--- src/rtl/dtc_pkg.sv ---
// Shared definitions for the decision-tree classifier share controller.
package dtc_pkg;

   localparam int FEAT_W_DEF = 8;
   localparam int CLS_W_DEF  = 2;

   typedef enum logic [1:0] {
      IDLE = 2'd0,
      EVAL = 2'd1,
      HOLD = 2'd2
   } dtc_state_e;

endpackage

--- src/rtl/dtc_rr_arbiter.sv ---
// Combinational round-robin arbiter: searches upward from last_grant+1 with wrap.
module dtc_rr_arbiter #(
   parameter  int N_REQ = 4,
   localparam int ID_W  = $clog2(N_REQ)
) (
   input  logic [N_REQ-1:0] req,
   input  logic [ID_W-1:0]  last_grant,
   input  logic             enable,
   output logic [N_REQ-1:0] grant,
   output logic [ID_W-1:0]  grant_idx,
   output logic             any
);

   int              idx;
   logic [ID_W-1:0] idx_v;

   always_comb begin
      grant     = '0;
      grant_idx = '0;
      any       = 1'b0;
      idx       = 0;
      idx_v     = '0;
      for (int k = 1; k <= N_REQ; k++) begin
         idx = int'(last_grant) + k;
         if (idx >= N_REQ) idx = idx - N_REQ;
         idx_v = ID_W'(idx);
         if (enable && !any && req[idx_v]) begin
            any          = 1'b1;
            grant[idx_v] = 1'b1;
            grant_idx    = idx_v;
         end
      end
   end

endmodule

--- src/rtl/dtc_share_ctrl.sv ---
// Time-shares one combinational classifier core between N_REQ requesters,
// returns class + requester ID over valid/ready and keeps per-class counters.
//
// state | meaning
// IDLE  | arbitrate; accept one feature vector from the granted requester
// EVAL  | registered feature drives the classifier core for a full cycle
// HOLD  | result presented on res_*; waits for res_ready
module dtc_share_ctrl
   import dtc_pkg::*;
#(
   parameter  int N_REQ  = 4,
   parameter  int FEAT_W = FEAT_W_DEF,
   parameter  int CLS_W  = CLS_W_DEF,
   parameter  int CNT_W  = 16,
   localparam int ID_W   = $clog2(N_REQ)
) (
   input  logic                    clk,
   input  logic                    rst_n,
   input  logic [N_REQ-1:0]        req_valid,
   input  logic [N_REQ*FEAT_W-1:0] req_feat,
   output logic [N_REQ-1:0]        req_ready,
   output logic [FEAT_W-1:0]       cls_feat,
   input  logic [CLS_W-1:0]        cls_class,
   output logic                    res_valid,
   output logic [CLS_W-1:0]        res_class,
   output logic [ID_W-1:0]         res_id,
   input  logic                    res_ready,
   input  logic                    cnt_clear,
   input  logic [CLS_W-1:0]        cnt_sel,
   output logic [CNT_W-1:0]        cnt_value,
   output logic                    busy
);

   localparam int N_CLS = 2 ** CLS_W;

   dtc_state_e        state_q, state_d;
   logic [FEAT_W-1:0] feat_q;
   logic [ID_W-1:0]   id_q;
   logic [ID_W-1:0]   last_grant_q;
   logic [N_REQ-1:0]  arb_grant;
   logic [ID_W-1:0]   arb_idx;
   logic              arb_any;
   logic              accept;
   logic              complete;
   logic [CNT_W-1:0]  cnt_q [N_CLS];

   dtc_rr_arbiter #(.N_REQ(N_REQ)) u_arb (
      .req        (req_valid),
      .last_grant (last_grant_q),
      .enable     (state_q == IDLE),
      .grant      (arb_grant),
      .grant_idx  (arb_idx),
      .any        (arb_any)
   );

   assign req_ready = arb_grant;
   assign accept    = arb_any;
   assign complete  = (state_q == HOLD) && res_valid && res_ready;
   assign cls_feat  = feat_q;
   assign busy      = (state_q != IDLE);
   assign cnt_value = cnt_q[cnt_sel];

   always_comb begin
      state_d = state_q;
      case (state_q)
         IDLE:    if (accept) state_d = EVAL;
         EVAL:    state_d = HOLD;
         HOLD:    if (complete) state_d = IDLE;
         default: state_d = IDLE;
      endcase
   end

   always_ff @(posedge clk or negedge rst_n) begin
      if (!rst_n) begin
         state_q      <= IDLE;
         feat_q       <= '0;
         id_q         <= '0;
         last_grant_q <= ID_W'(N_REQ - 1);
         res_valid    <= 1'b0;
         res_class    <= '0;
         res_id       <= '0;
      end else begin
         state_q <= state_d;
         if (accept) begin
            feat_q       <= req_feat[int'(arb_idx)*FEAT_W +: FEAT_W];
            id_q         <= arb_idx;
            last_grant_q <= arb_idx;
         end
         if (state_q == EVAL) begin
            res_class <= cls_class;
            res_id    <= id_q;
            res_valid <= 1'b1;
         end else if (complete) begin
            res_valid <= 1'b0;
         end
      end
   end

   // Clear has priority over a same-cycle increment, so that result is dropped.
   always_ff @(posedge clk or negedge rst_n) begin
      if (!rst_n) begin
         for (int c = 0; c < N_CLS; c++) cnt_q[c] <= '0;
      end else if (cnt_clear) begin
         for (int c = 0; c < N_CLS; c++) cnt_q[c] <= '0;
      end else if (complete && (cnt_q[res_class] != '1)) begin
         cnt_q[res_class] <= cnt_q[res_class] + CNT_W'(1);
      end
   end

endmodule

--- config.mk ---
export PLATFORM = sky130hd
export DESIGN_NAME = dtc_share_ctrl
export DESIGN_NICKNAME = d
export VERILOG_FILES = /design/src/rtl/dtc_pkg.sv /design/src/rtl/dtc_rr_arbiter.sv /design/src/rtl/dtc_share_ctrl.sv
export SDC_FILE = /design/constraint.sdc
export NUM_CORES = 1
export LEC_CHECK = 0
export BUFFER_PORTS_ARGS = -buffer_cell sky130_fd_sc_hd__buf_4
export CAP_MARGIN = 15
export CORE_MARGIN = 2
export CORE_UTILIZATION = 64
export CTS_BUF_LIST = sky130_fd_sc_hd__clkbuf_4
export CTS_CLUSTER_SIZE = 14
export DETAILED_ROUTE_END_ITERATION = 6
export GPL_ROUTABILITY_DRIVEN = 0
export PLACE_DENSITY = 0.86
export SYNTH_ARGS = -nofsm -noshare
export SYNTH_HDL_FRONTEND = slang
export SYNTH_SLANG_ARGS = --single-unit
--- constraint.sdc ---
create_clock -name clk -period 7.9 [get_ports clk]
set_input_delay 1.975 -clock clk [delete_from_list [all_inputs] [get_ports clk]]
set_output_delay 1.975 -clock clk [all_outputs]
set_load 0.1 [all_outputs]
# == Yosys cells after proc, flatten, opt, wreduce, memory -nomap -nowiden ==
# Cells that the tools add are included.
# word_totals
ff_bits,83
word_cells,117
# op_classes
shifts,1
n_reduce_logical,23
bitwise,5
n_lt_le_gt_ge,15
n_addsub,9
n_mux,48
n_eq_ne,5
# ops
operator,count
$mux 64,2
$mux 16,5
$bmux 16 s2,2
$bwmux 64,1
$demux 16 s2,1
$shiftx 32x6->8,1
$mux 2,10
$add 16x1->16 const B,1
$mux 4,4
$ne 16x16->1 const B,1
$ge 3x3->1 const B,5
$logic_and 1x1->1,15
$mux 1,14
$lt 2x3->1 const B,4
$or 4x4->4,3
$bmux 1 s2,4
$demux 1 s2,4
$ge 2x1->1 const B,4
$sub 2x1->2 const B,4
$add 2x2->3 const B,2
$not 2->3,2
$pmux 2 s3,1
$reduce_bool 2->1,3
$add 2x3->4 const B,1
other kinds (9),12

# == Logic depth before layout (Yosys ltp) ==
# depth
ltp_word,21
mapped_depth,11

# == By module ==
# A second synthesis with hierarchy kept.
# unflattened
cells_unflattened,429
area_unflattened_um2,5046.1
# modules_own_cells
mod,area_per_inst_um2,cells_each,n_inst
dtc_share_ctrl,4491.8,359,1
dtc_rr_arbiter,554.3,70,1

# == Worst setup path after synthesis ==
# OpenSTA, ideal clock, no wires.
# synth_timing
kind,input to output
start,input req_valid[0]
end,output req_ready[0]
required_time_ps,5925
setup_slack_ps,2005
t_arrival_ps,3920
path_stages,6
cell_sequence,buf_2 -> mux4_2 -> nand2b_4 -> a2111oi_4 -> a222oi_1 -> nand2_1
# synth_between
elab_chain_cells,16
word_cells_on_any_way,28
# synth_lines
element,line,source
from (decl),dtc_share_ctrl.sv:19,"input logic [N_REQ-1:0] req_valid,"
$bmux 1 s2,dtc_rr_arbiter.sv:27,if (enable && !any && req[idx_v]) begin
$mux 1 (not written as such),dtc_rr_arbiter.sv:27,
$logic_and 1x1->1,dtc_rr_arbiter.sv:27,
$mux 1,dtc_rr_arbiter.sv:27,
$logic_not 1->1,dtc_rr_arbiter.sv:27,
$logic_and 1x1->1 (2 in a row),dtc_rr_arbiter.sv:27,
$mux 1,dtc_rr_arbiter.sv:27,
$logic_not 1->1,dtc_rr_arbiter.sv:27,
$logic_and 1x1->1 (2 in a row),dtc_rr_arbiter.sv:27,
$mux 1,dtc_rr_arbiter.sv:27,
$logic_not 1->1,dtc_rr_arbiter.sv:27,
$logic_and 1x1->1 (2 in a row),dtc_rr_arbiter.sv:27,
$mux 4 *,dtc_rr_arbiter.sv:27,
to (decl),dtc_share_ctrl.sv:21,"output logic [N_REQ-1:0] req_ready,"
# Mark *: on every way between the ends. The rest lies on a longest branch, timed or not. The select of a mux whose other input is x is not followed.

# == Worst setup path in the final report ==
# layout_timing
start,input req_valid[2]
end,output req_ready[0]
# Same word-level chain as after synthesis.

==> metrics.cfg <==
[power]
internal_power_mw = 0.971
switching_power_mw = 0.945
vdd_drop_max_uv = 340
power.share.sequential = 0.294
p_comb_frac = 0.576
total_power_mw = 1.92
power.share.switching = 0.493
p_per_area_mw_per_mm2 = 325
clock_power_share = 0.130
power_leakage_nw = 2.56

[timing]
layout_min_cycle_time_ps = 5800
setup_ws_ps = 2100
slew_headroom = 0.299
fin_setup_tns_ps = 0
fin_skew_ps = 20.1
post-route-period-util = 0.735
fmax_mhz = 172
rsz0062_at_grt = no
worst_pin_slew_ps = 1050
hold_viol_final = 0
finalSetupViolCount = 0
drv_slew = 0

[finish]
drive_above_1_share = 0.335
diodes = 0
postLayoutCellArea_mm2 = 0.00589
area_delta_synth_final_pct = 15.4
final_nets = 553

[global_routing]
gr-total-overflow = 0
grt_pass1_wl_um = 19500
grt_max_degree = 84
grt_pass1_vias = 3976
grt_use_total = 0.287
antenna_found_initial = 0

[setup_path]
end_kind = primary output
crit_type = in2out
worstPathCellList = buf_4 > mux4_2 > nand2b_4 > a2111oi_4 > a222oi_1 > nand2_1 > buf_4
crit_path_start_kind = input pin
slowest_stage = mux4_2
cp_num_buf_inv = 2
worstPathRequired_ps = 5930
cpPeakStageDelay_ps = 520
crit_fanout = 10
crit_family = compound AO/OA/AOI/OAI gates
worst_path_most_repeated_cell = buf_4
crit_arrival_ps = 3830

[routing]
first_iter_violations = 269
antenna_left = 0
vias_per_cell = 6.35
totalWireLength_um = 11400
drt-pass1-iter-count = 5
via_count = 3852
wl_per_cell_um = 18.8
drc = 0

[place]
dpl_cell_area_mm2 = 0.00575
port_buffers = 77
place_hpwl_um = 7720
post-place-ws_ps = 2130

[yosys]
synth_cell_types = 52
muxShareOfSynthArea = 0.295
synth_top_family_by_area = multiplexers
synth-edff-count = 0
synth_fa_ha_area_frac = 0.0221
ys_ff_latch = 83
synth_fp_nets = 490
yosysWarnings = 0
yosys-top-cells-area = dfrtp_1, mux4_2, mux2i_1
ys_dominant_reg_cell = dfrtp_1
synthDominantCellAreaShare = 0.397
synth_commonest_cells = dfrtp_1, nor2_1, mux4_2
yosys.area.top_type = dfrtp_1
synth-seq-area-share = 0.407
syn_inst = 437
yosys.area_share.simple = 0.139
synth_xor_area_frac = 0.0240
avgSynthCellArea_um2 = 11.7
synth-compound-area-share = 0.0753
async_flop_share = 1.00
netlist_area_mm2 = 0.00510
yosysMostFrequentCell = dfrtp_1

[clock_tree]
path_clk_slew_ps = 140
clock_latency_ps = 430
cts_resized = 0
clock_tree.buffer_depth = 2
root_buffer = clkbuf_4
numCtsBuffers = 9
postCtsSetupRepairBufs = 0
clock_sinks = 83
hold_buffers = 0
htreeDepth = 3
cts_tree = yes

[floorplanning]
fp-row-count = 32
core_mm2 = 0.00773
die_w_um = 93.3
ioPinCount = 78
initial_core_util = 0.660
die_y_um = 93.3
die_area_mm2 = 0.00870

[job]
cap_violations = 0

[outcome]
status = finished, final reports clean

[worst_hold_path]
min_path_type = reg2reg

## state kept, by name (all words and copies together) (netlist names)
register      count
cnt_q            64
cls_feat          8
id_q              2
last_grant_q      2
res_class         2
res_id            2
state_q           2
res_valid         1
## power groups by stage
stage,sequential [mW],clock (mW),combinational [mW]
floorplan,0.792,0,0.652
global placement,0.566,0,1.08
detailed placement,0.571,0,1.10
CTS,0.564,0.255,1.10
global route,0.574,0.275,1.17
finish,0.563,0.249,1.10
## area by class of cell
type | instances | area (um^2)
clock buffers | 9 | 67.6
clock inverters | 7 | 77.6
fillers | 495 | 1840
inverters | 10 | 37.5
multi-input cells | 311 | 2860
flip-flops and latches | 83 | 2080
well taps | 102 | 128
repair buffers | 85 | 638
## worst reg2reg max path, stage by stage, from the launching register on
cell,delay [ps]
dfstp_2,760
inv_1,190
ha_1,550
mux4_2,410
and2b_1,300
nor3_2,100
a222oi_1,310
buf_4,300
mux4_2,520
mux2_2,280
## cells in the final DEF (no fill, tap or decap), drive strengths merged, types with 3 or more instances in the layout
| cell type | count |
|---|---|
| a2111oi | 3 |
| a211oi | 20 |
| a21oi | 5 |
| a222oi | 5 |
| and2 | 3 |
| buf | 85 |
| clkbuf | 9 |
| clkinv | 3 |
| dfrtp | 81 |
| ha | 9 |
| inv | 11 |
| mux2 | 12 |
| mux2i | 40 |
| mux4 | 42 |
| nand2 | 20 |
| nand3 | 7 |
| nand4 | 4 |
| nor2 | 78 |
| nor2b | 3 |
| nor3 | 13 |
| nor4 | 5 |
| nor4b | 3 |
| o21ai | 6 |
| or3 | 3 |
| xnor2 | 7 |
| xor2 | 7 |
## routing by layer
metal  wire, um  track usage  vias to the layer above
met5          0            0                        -
met4        256       0.0907                        0
met3        728       0.0532                       25
met2       5820        0.484                      155
met1       4640        0.380                     1926
li1           -            -                     1746
## final timing paths
kind / start / to / slack (ps) / cells past startpoint
setup / recovery: req_valid[2] / req_ready[0] / 2100 / 7
hold / removal: cls_feat[5]$_DFFE_PN0P_ / cls_feat[5]$_DFFE_PN0P_ / 530 / 1
setup reg to reg: last_grant_q[1]$_DFFE_PN1P_ / cls_feat[0]$_DFFE_PN0P_ / 4080 / 9
hold reg to reg: cls_feat[5]$_DFFE_PN0P_ / cls_feat[5]$_DFFE_PN0P_ / 530 / 1
max in group asynchronous: rst_n / cnt_q[36]$_DFFE_PN0P_ / 5510 / 1
min in group asynchronous: rst_n / cnt_q[60]$_DFFE_PN0P_ / 1710 / 1
## cells by family after synthesis
logic type | after synthesis
flip-flops | 83
AO/OA/AOI/OAI | 49
AND/OR/NAND/NOR | 145
XOR/XNOR | 14
multiplexers | 94
adder cells (fa/ha/maj) | 9
buffers and inverters | 43
## through the flow
step                 util  std cells  hold WS [ps]
floorplan               -        437           479
CTS                 0.762        607           536
detailed placement  0.744        591           494
global route        0.762        607           555
finish              0.762        607           534
global placement    0.744        591           490
Note: power is estimated with default switching activity, not from simulation.
